File: src/rtl/goal_referee.sv
// goal_referee: match referee FSM for a two-player ball game, clocked once per video frame.
//
// States: IDLE -> PLAY -> GOAL -> RESPAWN -> PLAY ... -> OVER -> IDLE.
//
// Ports:
//   Reset            async active-high reset
//   frame_clk        one rising edge per video frame
//   keycode[7:0]     USB keycode; 8'h28 (Enter) starts or restarts a match
//   BallX/Y/S        ball centre and half-size
//   LGoalX/LGoalSX   left goal centre X and half-width
//   RGoalX/RGoalSX   right goal centre X and half-width
//   GoalY/GoalSY     shared goal centre Y and half-height
//   AllowInput       high only in PLAY
//   BallReset        respawn request to the ball block (IDLE, RESPAWN, OVER)
//   GameOver         high only in OVER
//   ScoreP1/ScoreP2  goal counts, saturating at 15
//   TimeLeft         match seconds remaining
//   Winner           00 none, 01 P1, 10 P2, 11 draw; meaningful in OVER
//
// Build option: define REFEREE_TIMER_EN to include the match timer. Without it the
// timer is removed, TimeLeft reads 0 and a match ends only on score.

module goal_referee #(
  parameter int unsigned WIN_SCORE        = 5,
  parameter int unsigned FRAMES_PER_SEC   = 60,
  parameter int unsigned MATCH_SECS       = 90,
  parameter int unsigned CELEBRATE_FRAMES = 120
) (
  input  logic       Reset,
  input  logic       frame_clk,
  input  logic [7:0] keycode,
  input  logic [9:0] BallX,
  input  logic [9:0] BallY,
  input  logic [9:0] BallS,
  input  logic [9:0] LGoalX,
  input  logic [9:0] LGoalSX,
  input  logic [9:0] RGoalX,
  input  logic [9:0] RGoalSX,
  input  logic [9:0] GoalY,
  input  logic [9:0] GoalSY,
  output logic       AllowInput,
  output logic       BallReset,
  output logic       GameOver,
  output logic [3:0] ScoreP1,
  output logic [3:0] ScoreP2,
  output logic [6:0] TimeLeft,
  output logic [1:0] Winner
);

  typedef enum logic [2:0] {StIdle, StPlay, StGoal, StRespawn, StOver} state_e;

  localparam int unsigned CelW = (CELEBRATE_FRAMES > 1) ? $clog2(CELEBRATE_FRAMES) : 1;
  localparam logic [CelW-1:0] CelLast = CelW'(CELEBRATE_FRAMES - 1);

  function automatic logic [10:0] sat_sub(input logic [9:0] a, input logic [9:0] b);
    return (a >= b) ? ({1'b0, a} - {1'b0, b}) : 11'd0;
  endfunction

  function automatic logic [3:0] sat_inc(input logic [3:0] s);
    return (s == 4'hF) ? s : s + 4'd1;
  endfunction

  state_e          state_q, state_d;
  logic            key_prev_q, key_prev_d;
  logic [3:0]      score_p1_q, score_p1_d;
  logic [3:0]      score_p2_q, score_p2_d;
  logic [CelW-1:0] cel_q, cel_d;
  logic [1:0]      winner_q, winner_d;
  logic            allow_input_q, allow_input_d;
  logic            ball_reset_q, ball_reset_d;
  logic            game_over_q, game_over_d;

  logic key_hit, start_evt;
  logic y_ok, left_goal, right_goal, win_reached;
  logic time_zero;

  assign key_hit   = (keycode == 8'h28);
  // Only the press edge counts, so a held Enter cannot bounce OVER->IDLE->PLAY.
  assign start_evt = key_hit & ~key_prev_q;

  assign y_ok       = sat_sub(BallY, BallS) >= sat_sub(GoalY, GoalSY);
  assign left_goal  = y_ok && (({1'b0, BallX} + {1'b0, BallS}) <= ({1'b0, LGoalX} + {1'b0, LGoalSX}));
  assign right_goal = y_ok && (sat_sub(BallX, BallS) >= sat_sub(RGoalX, RGoalSX));

  assign win_reached = (32'(score_p1_q) >= WIN_SCORE) || (32'(score_p2_q) >= WIN_SCORE);

`ifdef REFEREE_TIMER_EN
  localparam int unsigned FcW = (FRAMES_PER_SEC > 1) ? $clog2(FRAMES_PER_SEC) : 1;
  localparam logic [FcW-1:0] FcLast   = FcW'(FRAMES_PER_SEC - 1);
  localparam logic [6:0]     MatchInit = 7'(MATCH_SECS);

  logic [FcW-1:0] frame_cnt_q, frame_cnt_d;
  logic [6:0]     time_left_q, time_left_d;

  assign time_zero = (time_left_q == 7'd0);
  assign TimeLeft  = time_left_q;

  // The timer only advances in PLAY, so it stays frozen through GOAL and RESPAWN.
  always_comb begin
    frame_cnt_d = frame_cnt_q;
    time_left_d = time_left_q;
    if (state_q == StIdle && start_evt) begin
      frame_cnt_d = '0;
      time_left_d = MatchInit;
    end else if (state_q == StPlay) begin
      if (frame_cnt_q == FcLast) begin
        frame_cnt_d = '0;
        if (!time_zero) time_left_d = time_left_q - 7'd1;
      end else begin
        frame_cnt_d = frame_cnt_q + FcW'(1);
      end
    end else if (state_q == StRespawn) begin
      frame_cnt_d = '0;
    end
  end

  always_ff @(posedge frame_clk or posedge Reset) begin
    if (Reset) begin
      frame_cnt_q <= '0;
      time_left_q <= MatchInit;
    end else begin
      frame_cnt_q <= frame_cnt_d;
      time_left_q <= time_left_d;
    end
  end
`else
  logic unused_timer_cfg;
  assign unused_timer_cfg = ^{FRAMES_PER_SEC, MATCH_SECS};
  assign time_zero        = 1'b0;
  assign TimeLeft         = 7'd0;
`endif

  always_comb begin
    state_d    = state_q;
    key_prev_d = key_hit;
    score_p1_d = score_p1_q;
    score_p2_d = score_p2_q;
    cel_d      = cel_q;

    unique case (state_q)
      StIdle: begin
        if (start_evt) begin
          state_d    = StPlay;
          score_p1_d = 4'd0;
          score_p2_d = 4'd0;
        end
      end
      StPlay: begin
        // A goal on the final-second edge is still scored before the match ends.
        if (left_goal) begin
          score_p2_d = sat_inc(score_p2_q);
          cel_d      = '0;
          state_d    = StGoal;
        end else if (right_goal) begin
          score_p1_d = sat_inc(score_p1_q);
          cel_d      = '0;
          state_d    = StGoal;
        end else if (time_zero) begin
          state_d = StOver;
        end
      end
      StGoal: begin
        if (cel_q == CelLast) begin
          state_d = (win_reached || time_zero) ? StOver : StRespawn;
        end else begin
          cel_d = cel_q + CelW'(1);
        end
      end
      StRespawn: state_d = StPlay;
      StOver: begin
        if (start_evt) state_d = StIdle;
      end
      default: state_d = StIdle;
    endcase

    winner_d = 2'b00;
    if (state_d == StOver) begin
      if (score_p1_d > score_p2_d)      winner_d = 2'b01;
      else if (score_p2_d > score_p1_d) winner_d = 2'b10;
      else                              winner_d = 2'b11;
    end

    // Outputs are registered from the next state so they line up with state_q.
    allow_input_d = (state_d == StPlay);
    game_over_d   = (state_d == StOver);
    ball_reset_d  = (state_d == StIdle) || (state_d == StRespawn) || (state_d == StOver);
  end

  always_ff @(posedge frame_clk or posedge Reset) begin
    if (Reset) begin
      state_q       <= StIdle;
      key_prev_q    <= 1'b0;
      score_p1_q    <= 4'd0;
      score_p2_q    <= 4'd0;
      cel_q         <= '0;
      winner_q      <= 2'b00;
      allow_input_q <= 1'b0;
      ball_reset_q  <= 1'b1;
      game_over_q   <= 1'b0;
    end else begin
      state_q       <= state_d;
      key_prev_q    <= key_prev_d;
      score_p1_q    <= score_p1_d;
      score_p2_q    <= score_p2_d;
      cel_q         <= cel_d;
      winner_q      <= winner_d;
      allow_input_q <= allow_input_d;
      ball_reset_q  <= ball_reset_d;
      game_over_q   <= game_over_d;
    end
  end

  assign AllowInput = allow_input_q;
  assign BallReset  = ball_reset_q;
  assign GameOver   = game_over_q;
  assign ScoreP1    = score_p1_q;
  assign ScoreP2    = score_p2_q;
  assign Winner     = winner_q;

endmodule
File: config.mk
export PLATFORM = sky130hd
export DESIGN_NAME = goal_referee
export DESIGN_NICKNAME = d
export VERILOG_FILES = /design/src/rtl/goal_referee.sv
export SDC_FILE = /design/constraint.sdc
export NUM_CORES = 1
export LEC_CHECK = 0
export BUFFER_PORTS_ARGS = -buffer_cell sky130_fd_sc_hd__buf_2
export CAP_MARGIN = 5
export CORE_ASPECT_RATIO = 1.5
export CORE_MARGIN = 2
export CORE_UTILIZATION = 31
export CTS_BUF_LIST = sky130_fd_sc_hd__clkbuf_4 sky130_fd_sc_hd__clkbuf_8 sky130_fd_sc_hd__clkbuf_16
export DETAILED_ROUTE_END_ITERATION = 12
export PLACE_DENSITY = 0.63
export SYNTH_ARGS = -nofsm -noshare
export SYNTH_HDL_FRONTEND = slang
export SYNTH_SLANG_ARGS = --single-unit
File: constraint.sdc
create_clock -name frame_clk -period 5.9 [get_ports frame_clk]
set_clock_uncertainty 0.2 [all_clocks]
set_input_delay 1.18 -clock frame_clk [delete_from_list [all_inputs] [get_ports frame_clk]]
set_output_delay 1.18 -clock frame_clk [all_outputs]
set_load 0.1 [all_outputs]
==> report_table.html <==
<table>
<tr><th>Metric</th><th>Value</th></tr>
<tr><th colspan="2">Outcome</th></tr>
<tr><td>Outcome</td><td>finished, final reports clean</td></tr>
<tr><th colspan="2">Routing</th></tr>
<tr><td>Number of vias per cell</td><td>4.904</td></tr>
<tr><td>Sum of routed wire length over all layers</td><td>12.51 mm</td></tr>
<tr><td>First drt pass iteration count</td><td>5</td></tr>
<tr><td>Residual antenna-violating net count after detailed routing</td><td>0</td></tr>
<tr><td>Routed WL per cell</td><td>12.86 um</td></tr>
<tr><td>Violation count after the first detailed-route iteration</td><td>99</td></tr>
<tr><td>Vias</td><td>4772</td></tr>
<tr><td>Number of DRC violations after detailed routing</td><td>0</td></tr>
<tr><th colspan="2">Clock tree</th></tr>
<tr><td>Clock tree root driver cell</td><td>sky130_fd_sc_hd__clkbuf_16</td></tr>
<tr><td>Clock tree from TritonCTS</td><td>done</td></tr>
<tr><td>Clock insertion delay at the later pin of the skew report</td><td>0.26 ns</td></tr>
<tr><td>Reg clk slew, reported paths</td><td>0.06 ns</td></tr>
<tr><td>Number of levels the H-tree was split into</td><td>1</td></tr>
<tr><td>Cts bufs inserted</td><td>3</td></tr>
<tr><td>Total number of clock tree sinks</td><td>24</td></tr>
<tr><td>Bufs on Longest Clock Path</td><td>2</td></tr>
<tr><th colspan="2">Place</th></tr>
<tr><td>Weighted congestion reported at the end of routability-driven placement</td><td>0.8693</td></tr>
<tr><td>Final HPWL from detailed placement</td><td>10.94 mm</td></tr>
<tr><td>Instance area after placement</td><td>5883 um2</td></tr>
<tr><td>Post-place setup slack</td><td>-0.1597 ns</td></tr>
<tr><td>Number of buffer cells added on primary ports</td><td>112</td></tr>
<tr><th colspan="2">Timing</th></tr>
<tr><td>Final slew viol count</td><td>0</td></tr>
<tr><td>Worst-Margin Slew</td><td>0.9665 ns</td></tr>
<tr><td>Final hold viol count</td><td>0</td></tr>
<tr><td>Final setup violating endpoints</td><td>0</td></tr>
<tr><td>Final min period</td><td>5.586 ns</td></tr>
<tr><td>Period utilization</td><td>94.68%</td></tr>
<tr><td>Final worst setup slack</td><td>0.3139 ns</td></tr>
<tr><td>Worst slew margin</td><td>35.07%</td></tr>
<tr><td>WHS</td><td>0.3260 ns</td></tr>
<tr><td>Achievable frequency</td><td>0.1790 GHz</td></tr>
<tr><th colspan="2">Synthesis</th></tr>
<tr><td>Synth async-reset ratio</td><td>100.0%</td></tr>
<tr><td>Library cells used by synthesis</td><td>68</td></tr>
<tr><td>Number of enable flip-flop cells after synthesis</td><td>0</td></tr>
<tr><td>Avg Inst Size Synth</td><td>7.785 um2</td></tr>
<tr><td>Cells after synthesis</td><td>630</td></tr>
<tr><td>Yosys warning count</td><td>0</td></tr>
<tr><td>Post-synthesis register bit count</td><td>24</td></tr>
<tr><td>Part of the Yosys area used for sequential elements</td><td>12.27%</td></tr>
<tr><td>Cell area after synthesis</td><td>4905 um2</td></tr>
<tr><td>Most used flip-flop cell after synthesis</td><td>sky130_fd_sc_hd__dfrtp_1</td></tr>
<tr><th colspan="2">Floorplan</th></tr>
<tr><td>Total die area</td><td>16860 um2</td></tr>
<tr><td>Row count</td><td>56</td></tr>
<tr><td>Starting Density</td><td>31.53%</td></tr>
<tr><td>I/O pin count</td><td>120</td></tr>
<tr><td>Chip width</td><td>106.7 um</td></tr>
<tr><td>Vertical die dimension</td><td>158.1 um</td></tr>
<tr><td>Core region area</td><td>15550 um2</td></tr>
<tr><th colspan="2">Power and ir drop</th></tr>
<tr><td>Peak supply drop</td><td>0.1788 mV</td></tr>
<tr><td>Power density of the placed cells</td><td>219.8 nW/um2</td></tr>
<tr><td>Logic gate share of total power</td><td>68.3%</td></tr>
<tr><td>Internal Power</td><td>696.1 uW</td></tr>
<tr><td>Leakage power</td><td>3.068 nW</td></tr>
<tr><td>Total power</td><td>1.334 mW</td></tr>
<tr><td>Net switching fraction of the power</td><td>47.81%</td></tr>
<tr><td>Clk network pwr share</td><td>12.1%</td></tr>
<tr><td>Net switching component of the power</td><td>637.6 uW</td></tr>
<tr><td>Part of the total power dissipated in sequential elements</td><td>19.6%</td></tr>
<tr><th colspan="2">Global routing</th></tr>
<tr><td>Vias in the first global route</td><td>4622</td></tr>
<tr><td>First-pass GRT wire length</td><td>20.26 mm</td></tr>
<tr><td>Antenna violations before repair</td><td>1</td></tr>
<tr><td>Most crowded layer after global routing</td><td>met2</td></tr>
<tr><td>Global-route met1 utilization</td><td>16.35%</td></tr>
<tr><td>GR Util met2</td><td>28.91%</td></tr>
<tr><td>GR met3 Demand/Resource</td><td>1.441%</td></tr>
<tr><td>Total global-route track usage</td><td>14.49%</td></tr>
<tr><td>Overflow left after global routing</td><td>0</td></tr>
<tr><td>Maximum number of pins on one net before global-route repair</td><td>25</td></tr>
<tr><th colspan="2">Worst setup path</th></tr>
<tr><td>Kind of critical path</td><td>in2reg</td></tr>
<tr><td>Required time at the endpoint of the critical path</td><td>5.84 ns</td></tr>
<tr><td>Setup crit start kind</td><td>input pin</td></tr>
<tr><td>Crit path DAT</td><td>5.53 ns</td></tr>
<tr><td>Maximum fanout count along the critical path</td><td>8</td></tr>
<tr><td>Critical path capture point type</td><td>register</td></tr>
<tr><th colspan="2">Cells and area</th></tr>
<tr><td>Nets@finish</td><td>980</td></tr>
<tr><td>FF/Latch Area</td><td>601.8 um2</td></tr>
<tr><td>Area taken by multi-input logic gates</td><td>4075 um2</td></tr>
<tr><td>Final core occ</td><td>39.01%</td></tr>
<tr><td>P&amp;R area growth vs syn</td><td>23.72%</td></tr>
<tr><td>Share of final-layout standard cells stronger than drive strength 1</td><td>22.89%</td></tr>
<tr><td>Total non-filler cell area in the finished layout</td><td>6068 um2</td></tr>
<tr><td>Fillers</td><td>1679</td></tr>
<tr><th colspan="2">Hold path</th></tr>
<tr><td>Kind of path behind the tightest hold check</td><td>reg2reg</td></tr>
<tr><th colspan="2">Run</th></tr>
<tr><td>Max-cap check violation count</td><td>0</td></tr>
</table>
## layout by cell type (no fill, tap or decap), types with 7 or more instances in the layout
cell,Yosys,layout
sky130_fd_sc_hd__buf_2,4,112
sky130_fd_sc_hd__ha_1,104,103
sky130_fd_sc_hd__inv_1,60,59
sky130_fd_sc_hd__nand2_1,53,53
sky130_fd_sc_hd__nor2_1,50,50
sky130_fd_sc_hd__a21oi_1,40,38
sky130_fd_sc_hd__buf_4,7,32
sky130_fd_sc_hd__xor2_1,27,27
sky130_fd_sc_hd__dfrtp_1,23,23
sky130_fd_sc_hd__o21ai_0,25,21
sky130_fd_sc_hd__nor3_1,22,20
sky130_fd_sc_hd__xnor2_1,18,18
sky130_fd_sc_hd__nor2b_1,17,17
sky130_fd_sc_hd__a21o_1,16,16
sky130_fd_sc_hd__and2_1,13,13
sky130_fd_sc_hd__nand4_1,11,11
sky130_fd_sc_hd__o21ai_1,7,10
sky130_fd_sc_hd__a31oi_1,11,10
sky130_fd_sc_hd__nand2b_1,9,9
sky130_fd_sc_hd__nand3_1,9,9
sky130_fd_sc_hd__o21a_1,7,7
sky130_fd_sc_hd__conb_1,1,7
## cells by family after synthesis
| group | after synthesis | synth area share [%] |
|---|---|---|
| XOR/XNOR | 45 | 8.036 |
| flip-flops | 24 | 12.27 |
| AND/OR/NAND/NOR | 218 | 22.83 |
| adder cells (fa/ha/maj) | 110 | 28.98 |
| buffers and inverters | 76 | 6.454 |
| other | 1 | 0.07646 |
| multiplexers | 2 | 0.4082 |
| AO/OA/AOI/OAI | 154 | 20.94 |
## Yosys cell counts (7+ instances only)
master	n	area, um2
sky130_fd_sc_hd__and2_1	13	81.33
sky130_fd_sc_hd__nor2_1	50	187.7
sky130_fd_sc_hd__xnor2_1	18	157.7
sky130_fd_sc_hd__ha_1	104	1301
sky130_fd_sc_hd__a31oi_1	11	68.82
sky130_fd_sc_hd__nor3_1	22	110.1
sky130_fd_sc_hd__nand2b_1	9	56.30
sky130_fd_sc_hd__o21ai_1	7	35.03
sky130_fd_sc_hd__a21oi_1	40	200.2
sky130_fd_sc_hd__nand3_1	9	45.04
sky130_fd_sc_hd__nand2_1	53	198.9
sky130_fd_sc_hd__a21o_1	16	120.1
sky130_fd_sc_hd__dfrtp_1	23	575.6
sky130_fd_sc_hd__buf_4	7	52.55
sky130_fd_sc_hd__nand4_1	11	68.82
sky130_fd_sc_hd__xor2_1	27	236.5
sky130_fd_sc_hd__inv_1	60	225.2
sky130_fd_sc_hd__nor2b_1	17	106.4
sky130_fd_sc_hd__o21ai_0	25	125.1
sky130_fd_sc_hd__o21a_1	7	52.55
## critical path, cell delays in order
cell                       delay [ns]
sky130_fd_sc_hd__buf_2           0.11
sky130_fd_sc_hd__inv_2           0.10
sky130_fd_sc_hd__ha_4            0.22
sky130_fd_sc_hd__nor2b_1         0.13
sky130_fd_sc_hd__o21ai_1         0.22
sky130_fd_sc_hd__a21boi_2        0.11
sky130_fd_sc_hd__o31ai_2         0.33
sky130_fd_sc_hd__a31oi_2         0.18
sky130_fd_sc_hd__nor3_4          0.35
sky130_fd_sc_hd__nor2_1          0.11
sky130_fd_sc_hd__ha_1            0.34
sky130_fd_sc_hd__nand4_1         0.10
sky130_fd_sc_hd__and3_1          0.19
sky130_fd_sc_hd__o21a_1          0.10
sky130_fd_sc_hd__o21ai_2         0.18
sky130_fd_sc_hd__buf_4           0.16
sky130_fd_sc_hd__and2_1          0.14
sky130_fd_sc_hd__a31oi_1         0.10
sky130_fd_sc_hd__or3_1           0.39
sky130_fd_sc_hd__ha_1            0.31
sky130_fd_sc_hd__o21ai_0         0.09
sky130_fd_sc_hd__nand2b_1        0.10
sky130_fd_sc_hd__a21oi_2         0.07
sky130_fd_sc_hd__a41oi_1         0.16
sky130_fd_sc_hd__nor2_1          0.06
## layer usage
layer	part of all wire, %	vias up
li1	-	2504
met3	4.0	14
met5	0.10	-
met1	41	2161
met4	1.3	2
met2	54	91
## registers in the layout (all words and copies together) (netlist names)
register    flops
GameOver        1
BallReset       1
cel_q           7
AllowInput      1
ScoreP2         4
state_q         3
Winner          2
key_prev_q      1
ScoreP1         4
## through the flow
| step | TNS [ns] | cells |
|---|---|---|
| finish | 0 | 973 |
| detailed placement | -0.2644 | 966 |
| global route | -0.02825 | 972 |
| floorplan | 0 | 636 |
| global placement | -0.07882 | 966 |
| CTS | 0 | 970 |
## final timing paths
check / from / end / slack, ns / depth (start not counted)
worst max register to register: state_q[0] / Winner[0] / 2.87 / 11
worst max-delay path: BallS[1] / Winner[0] / 0.31 / 25
max in group asynchronous: Reset / ScoreP1[2] / 4.05 / 2
worst min-delay path: cel_q[0] / cel_q[0] / 0.33 / 1
min in group asynchronous: Reset / ScoreP2[1] / 0.91 / 2
worst min register to register: cel_q[0] / cel_q[0] / 0.33 / 1
## final cells by class
type	instances	area share, %
multi-input combinational	536	67.15
timing repair buffer	145	13.53
sequential	24	9.918
tap	203	4.186
inverter	60	3.711
clock buffer	4	1.464
antenna	1	0.04124
## power by group through the flow
stage               Sequential [mW]  Combinational, mW  Clock, mW
global route                  0.269               1.02      0.171
floorplan                     0.345              0.554          0
CTS                           0.261              0.889      0.163
global placement              0.264              0.872          0
detailed placement            0.263              0.885          0
finish                        0.262              0.911      0.161
## repair_timing
action / in CTS / in global routing
hold buffers: 0 / 0
setup buffers: 0 / 2
endpoints found under the setup margin: 0 / 2
gates resized for setup: 0 / 18
Note: power is estimated with default switching activity, not from simulation.
